## src/rtl/rotary_shaft_decoder_pkg.sv

```systemverilog
// Shared constants and quadrature helpers for the rotary shaft decoder.
// Latency: n/a (package only).
// Backpressure: n/a.
package rotary_shaft_decoder_pkg;

    // Default number of consecutive agreeing samples before a pin change is accepted.
    localparam int DEBOUNCE_CYCLES_DEFAULT = 4;

    // Debounce counter width; covers DEBOUNCE_CYCLES range 1..15.
    localparam int DBNC_CNT_W = 4;

    // Width of the signed detent tally.
    localparam int STEP_CNT_W = 8;

    typedef logic [DBNC_CNT_W-1:0] dbnc_cnt_t;
    typedef logic [STEP_CNT_W-1:0] step_cnt_t;

    // Filtered channel pair, A in bit 1 and B in bit 0.
    typedef enum logic [1:0] {
        QUAD_00 = 2'b00,
        QUAD_01 = 2'b01,
        QUAD_10 = 2'b10,
        QUAD_11 = 2'b11
    } quad_t;

    // Next signed tally value: left (counter-clockwise) detents count down.
    function automatic step_cnt_t step_next(input step_cnt_t cur, input logic left);
        step_next = left ? (cur - STEP_CNT_W'(1)) : (cur + STEP_CNT_W'(1));
    endfunction

endpackage

```

## src/rtl/rotary_shaft_decoder_rot_debounce.sv

```systemverilog
// Two-flop synchronizer plus optional persistence filter for one quadrature pin.
// Latency: 2 cycles sync, plus DEBOUNCE_CYCLES when ROT_DEBOUNCE_EN is defined.
// Backpressure: none; free-running sampler.
// Ports: clk, reset (async active-high), pin (raw async input), filt (filtered level).
// Build option: ROT_DEBOUNCE_EN builds the filter; otherwise filt is the synchronized pin.
module rot_debounce
    import rotary_shaft_decoder_pkg::*;
#(
    parameter int DEBOUNCE_CYCLES = DEBOUNCE_CYCLES_DEFAULT
) (
    input  logic clk,
    input  logic reset,
    input  logic pin,
    output logic filt
);

    // Reject out-of-range settings at elaboration; the counter is only 4 bits wide.
    if (DEBOUNCE_CYCLES < 1 || DEBOUNCE_CYCLES > 15) begin : g_bad_debounce
        $error("rot_debounce: DEBOUNCE_CYCLES must be 1..15");
    end

    logic sync_1;
    logic sync_2;

    always_ff @(posedge clk or posedge reset) begin
        if (reset) begin
            sync_1 <= 1'b0;
            sync_2 <= 1'b0;
        end else begin
            sync_1 <= pin;
            sync_2 <= sync_1;
        end
    end

`ifdef ROT_DEBOUNCE_EN
    localparam dbnc_cnt_t CNT_LAST = DBNC_CNT_W'(DEBOUNCE_CYCLES - 1);

    dbnc_cnt_t cnt;

    // cnt counts consecutive disagreeing samples; the sample that makes it
    // DEBOUNCE_CYCLES long is accepted. Any agreeing sample restarts the window.
    always_ff @(posedge clk or posedge reset) begin
        if (reset) begin
            cnt  <= '0;
            filt <= 1'b0;
        end else if (sync_2 == filt) begin
            cnt <= '0;
        end else if (cnt == CNT_LAST) begin
            cnt  <= '0;
            filt <= sync_2;
        end else begin
            cnt <= cnt + DBNC_CNT_W'(1);
        end
    end
`else
    assign filt = sync_2;
`endif

endmodule

```

## src/rtl/rotary_shaft_decoder.sv

```systemverilog
// Rotary encoder quadrature decoder: detent level, direction, strobe and signed tally.
// Latency: pin to rot_event 2+DEBOUNCE_CYCLES+1 cycles (3 without ROT_DEBOUNCE_EN).
// Backpressure: none; rot_pulse is a single-cycle strobe that is never held.
// Ports: clk, reset (async active-high), rota/rotb (raw async encoder channels),
//        rot_event (detent level), rot_left (1 = counter-clockwise),
//        rot_pulse (one cycle per detent), step_count (signed tally).
// Build option: ROT_DEBOUNCE_EN enables the per-channel persistence filters.
module rotary_shaft_decoder
    import rotary_shaft_decoder_pkg::*;
#(
    parameter int DEBOUNCE_CYCLES = DEBOUNCE_CYCLES_DEFAULT
) (
    input  logic                  clk,
    input  logic                  reset,
    input  logic                  rota,
    input  logic                  rotb,
    output logic                  rot_event,
    output logic                  rot_left,
    output logic                  rot_pulse,
    output logic [STEP_CNT_W-1:0] step_count
);

    logic  filt_a;
    logic  filt_b;
    quad_t quad;
    logic  q1;
    logic  q2;
    logic  q1_d;
    logic  q1_rise;

    rot_debounce #(
        .DEBOUNCE_CYCLES (DEBOUNCE_CYCLES)
    ) u_dbnc_a (
        .clk   (clk),
        .reset (reset),
        .pin   (rota),
        .filt  (filt_a)
    );

    rot_debounce #(
        .DEBOUNCE_CYCLES (DEBOUNCE_CYCLES)
    ) u_dbnc_b (
        .clk   (clk),
        .reset (reset),
        .pin   (rotb),
        .filt  (filt_b)
    );

    assign quad    = quad_t'({filt_a, filt_b});
    assign q1_rise = q1 & ~q1_d;

    // q1 tracks the detent (00/11), q2 remembers which channel led (01/10).
    // A direct 00<->11 jump only moves q1, so rot_left then reports the last
    // q2 seen, which is the intended behaviour for a skipped intermediate state.
    always_ff @(posedge clk or posedge reset) begin
        if (reset) begin
            q1         <= 1'b0;
            q2         <= 1'b0;
            q1_d       <= 1'b0;
            rot_left   <= 1'b0;
            rot_pulse  <= 1'b0;
            step_count <= '0;
        end else begin
            case (quad)
                QUAD_00: q1 <= 1'b0;
                QUAD_11: q1 <= 1'b1;
                QUAD_01: q2 <= 1'b0;
                QUAD_10: q2 <= 1'b1;
                default: ;
            endcase

            q1_d      <= q1;
            rot_pulse <= q1_rise;

            // q2 cannot change while q1 is rising (filtered pair is 11), so the
            // value sampled here is the one present when q1 went high.
            if (q1_rise) begin
                rot_left <= q2;
            end

            if (rot_pulse) begin
                step_count <= step_next(step_count, rot_left);
            end
        end
    end

    assign rot_event = q1;

endmodule

```

## config.mk

```make
export PLATFORM = sky130hd
export DESIGN_NAME = rotary_shaft_decoder
export DESIGN_NICKNAME = d
export VERILOG_FILES = /design/src/rtl/rotary_shaft_decoder_pkg.sv /design/src/rtl/rotary_shaft_decoder_rot_debounce.sv /design/src/rtl/rotary_shaft_decoder.sv
export SDC_FILE = /design/constraint.sdc
export NUM_CORES = 1
export LEC_CHECK = 0
export CORE_UTILIZATION = 55
export DETAILED_ROUTE_END_ITERATION = 10
export PLACE_DENSITY_LB_ADDON = 0.25
export SLEW_MARGIN = 20
export SYNTH_ARGS = -nofsm -noshare
export SYNTH_HDL_FRONTEND = slang
export SYNTH_SLANG_ARGS = --single-unit
```

## constraint.sdc

```tcl
create_clock -name clk -period 2.9 [get_ports clk]
set_clock_uncertainty 0.05 [all_clocks]
set_input_delay 0.725 -clock clk [delete_from_list [all_inputs] [get_ports clk]]
set_output_delay 0.725 -clock clk [all_outputs]
set_load 0.02 [all_outputs]
```

==> results.json <==
{
  "r2r_start": "rot_left",
  "area_delta_synth_final_pct": 19.1,
  "row_count": 14,
  "clk_pin_slew_worst_paths_ns": 0.09,
  "p_total_mw": 1.21,
  "ys_top_cells_by_area": "dfrtp_1, ha_1, mux2_2, nor2_1, xnor2_1",
  "wl_mm": 1.54,
  "clockRootBuffer": "clkbuf_4",
  "cellPowerDensity_nw_per_um2": 1100,
  "drtAntennaViolNets": 0,
  "wl_per_cell_um": 13.4,
  "power_frac_comb_pct": 57.8,
  "fin_crit_sh_pct": 80.3,
  "diodes": 0,
  "layout_common_cells": "dfrtp_1, clkdlybuf4s50_1, ha_1, nor2_1, inv_1",
  "firstDrtPassIters": 4,
  "grt_setup_unrepaired": "no",
  "max_stage_delay_ns": 0.68,
  "cts_setup_buffers": 0,
  "worst-path-max-fanout": 11,
  "outcome": "complete, no violations",
  "slew_headroom_pct": 57.5,
  "pwr-share-seq_pct": 31.8,
  "cp.depth": 1,
  "pre_cts_ws_ns": 0.841,
  "cts.sinks": 17,
  "p_clk_share_pct": 10.5,
  "die_w_um": 43,
  "p_leak_nw": 0.530,
  "maxCapViolCount": 0,
  "drc": 0,
  "hold_viol": 0,
  "critPathSlowestCell": "clkdlybuf4s50_1",
  "grtUsageTotal_pct": 19.2,
  "drt-met1-wl_um": 744,
  "start_util_pct": 60.0,
  "final_core_util_pct": 71.4,
  "r2r_cells": 7,
  "die-area_um2": 1850,
  "grt_pass1_wl_mm": 2.55,
  "p_sw_share_pct": 41.5,
  "worst_r2r_endpoint": "step_count[6]",
  "tns_ns": 0,
  "final_area_um2": 1100,
  "p_sw_mw": 0.502,
  "synth_nets": 95,
  "first_global_vias": 582,
  "wl_met3_um": 50,
  "min_from": "u_dbnc_b.sync_1",
  "fp.dieH_um": 43,
  "cp-start-kind": "flip-flop",
  "hold-path-endpoint": "u_dbnc_b.filt",
  "drt-initial-drc-count": 14,
  "ir_drop_uv": 761,
  "endpoint_kind": "output port",
  "postPlaceCellArea_um2": 1070,
  "layout-drive-gt1-share_pct": 12.1,
  "synth_area_per_cell_um2": 11.3,
  "path_delay_family": "buffers and inverters",
  "overflow": 0,
  "hp-class": "reg2reg",
  "vias": 674,
  "gp_congestion": 0.835,
  "numCtsBuffers": 3,
  "place_hpwl_mm": 1.15,
  "slew_violations": 0,
  "max_freq_mhz": 430,
  "synth_cell_types": 26,
  "synth_top_area_share_pct": 46.0,
  "cp.arrival_ns": 1.55,
  "clock_latency_ns": 0.30,
  "vias_per_cell": 5.86,
  "fin_ws_ns": 0.572,
  "ys_ff_latch": 17,
  "cts_tree": "yes",
  "cts_resized": 0,
  "grt_max_degree": 18,
  "wl_met2_um": 699,
  "setup.worst_path.class": "reg2out",
  "hold_buffers": 0,
  "yosys_warnings": 0,
  "tightest_slew_ns": 0.637,
  "critical_path.cell_chain": "clkdlybuf4s50_1",
  "min_period_ns": 2.33,
  "setup_viol": 0,
  "netlist_area_um2": 925,
  "design.core.area_um2": 1540,
  "top_layer_used": "met4",
  "cts_buffer_depth": 2,
  "cp.buffers_inverters": 1,
  "ys_seq_area_share_pct": 46.0,
  "min_path_cells": 0,
  "htree_num_levels": 1,
  "yosysTopAreaCell": "dfrtp_1",
  "nets": 113,
  "intPower_mw": 0.707,
  "r2r_slack_ns": 0.85,
  "io_pins": 15,
  "critPathRequiredTime_ns": 2.12,
  "layout_commonest_cell": "dfrtp_1",
  "io_buffer_count": 14,
  "antenna_found_initial": 0,
  "syn_inst": 82
}
## sequential cells by signal, summed over array words and instances, names as in the netlist
signal           count
q1_d                 1
q2                   1
rot_event            1
rot_left             1
rot_pulse            1
step_count           8
u_dbnc_a.filt        1
u_dbnc_a.sync_1      1
u_dbnc_b.filt        1
u_dbnc_b.sync_1      1
## power by group through the flow
| stage | clock network [mW] | registers [mW] | logic [mW] |
|---|---|---|---|
| floorplan | 0 | 0.450 | 0.432 |
| global placement | 0 | 0.385 | 0.687 |
| detailed placement | 0 | 0.389 | 0.703 |
| CTS | 0.132 | 0.384 | 0.704 |
| global route | 0.141 | 0.395 | 0.770 |
| finish | 0.127 | 0.384 | 0.699 |
## layout make-up
type                    instances  area [um^2]
fillers                       127          440
well taps                      16         20.0
inverters                       6         22.5
multi-input cells              58          465
flip-flops and latches         17          425
repair buffers                 14          140
clock inverters                 1         5.00
clock buffers                   3         22.5
## synth_stat cells (all sizes together)
cell type	number
xnor2	3
a31oi	2
a22oi	1
nor2b	2
o21bai	2
a221oi	1
xor2	1
o31a	1
inv	6
buf	1
fa	1
mux2i	2
ha	8
and3	2
o21ai	3
nor2	7
a21o	3
a32o	1
a211oi	3
o21a	1
nand2	4
dfrtp	17
mux2	5
a21oi	3
nor3	2
## worst max-delay path by stage
stage	start	endpoint
6_report	rot_left	rot_left
3_3_place_gp	rot_pulse	rot_pulse
5_1_grt	rot_left	rot_left
4_1_cts	rot_left	rot_left
3_5_place_dp	rot_left	step_count[6]
2_1_floorplan	rot_left	step_count[6]
## per-layer routing
metal	vias to the layer above	GRT usage [%]
met3	5	2.55
met5	-	0
li1	330	-
met4	0	13.3
met1	324	26.4
met2	15	28.2
## per-stage QoR
step                cells  hold slack (ns)
floorplan              82            0.281
global route          115            0.317
finish                115            0.309
detailed placement    111            0.291
CTS                   115            0.313
global placement      111            0.284
## kinds of logic after synthesis
group,synth area share (%)
AO/OA/AOI/OAI,17.0
AND/OR/NAND/NOR,8.25
flip-flops,46.0
adder cells (fa/ha/maj),13.0
buffers and inverters,3.65
multiplexers,8.25
XOR/XNOR,3.79
(Power assumes the default switching activity.)
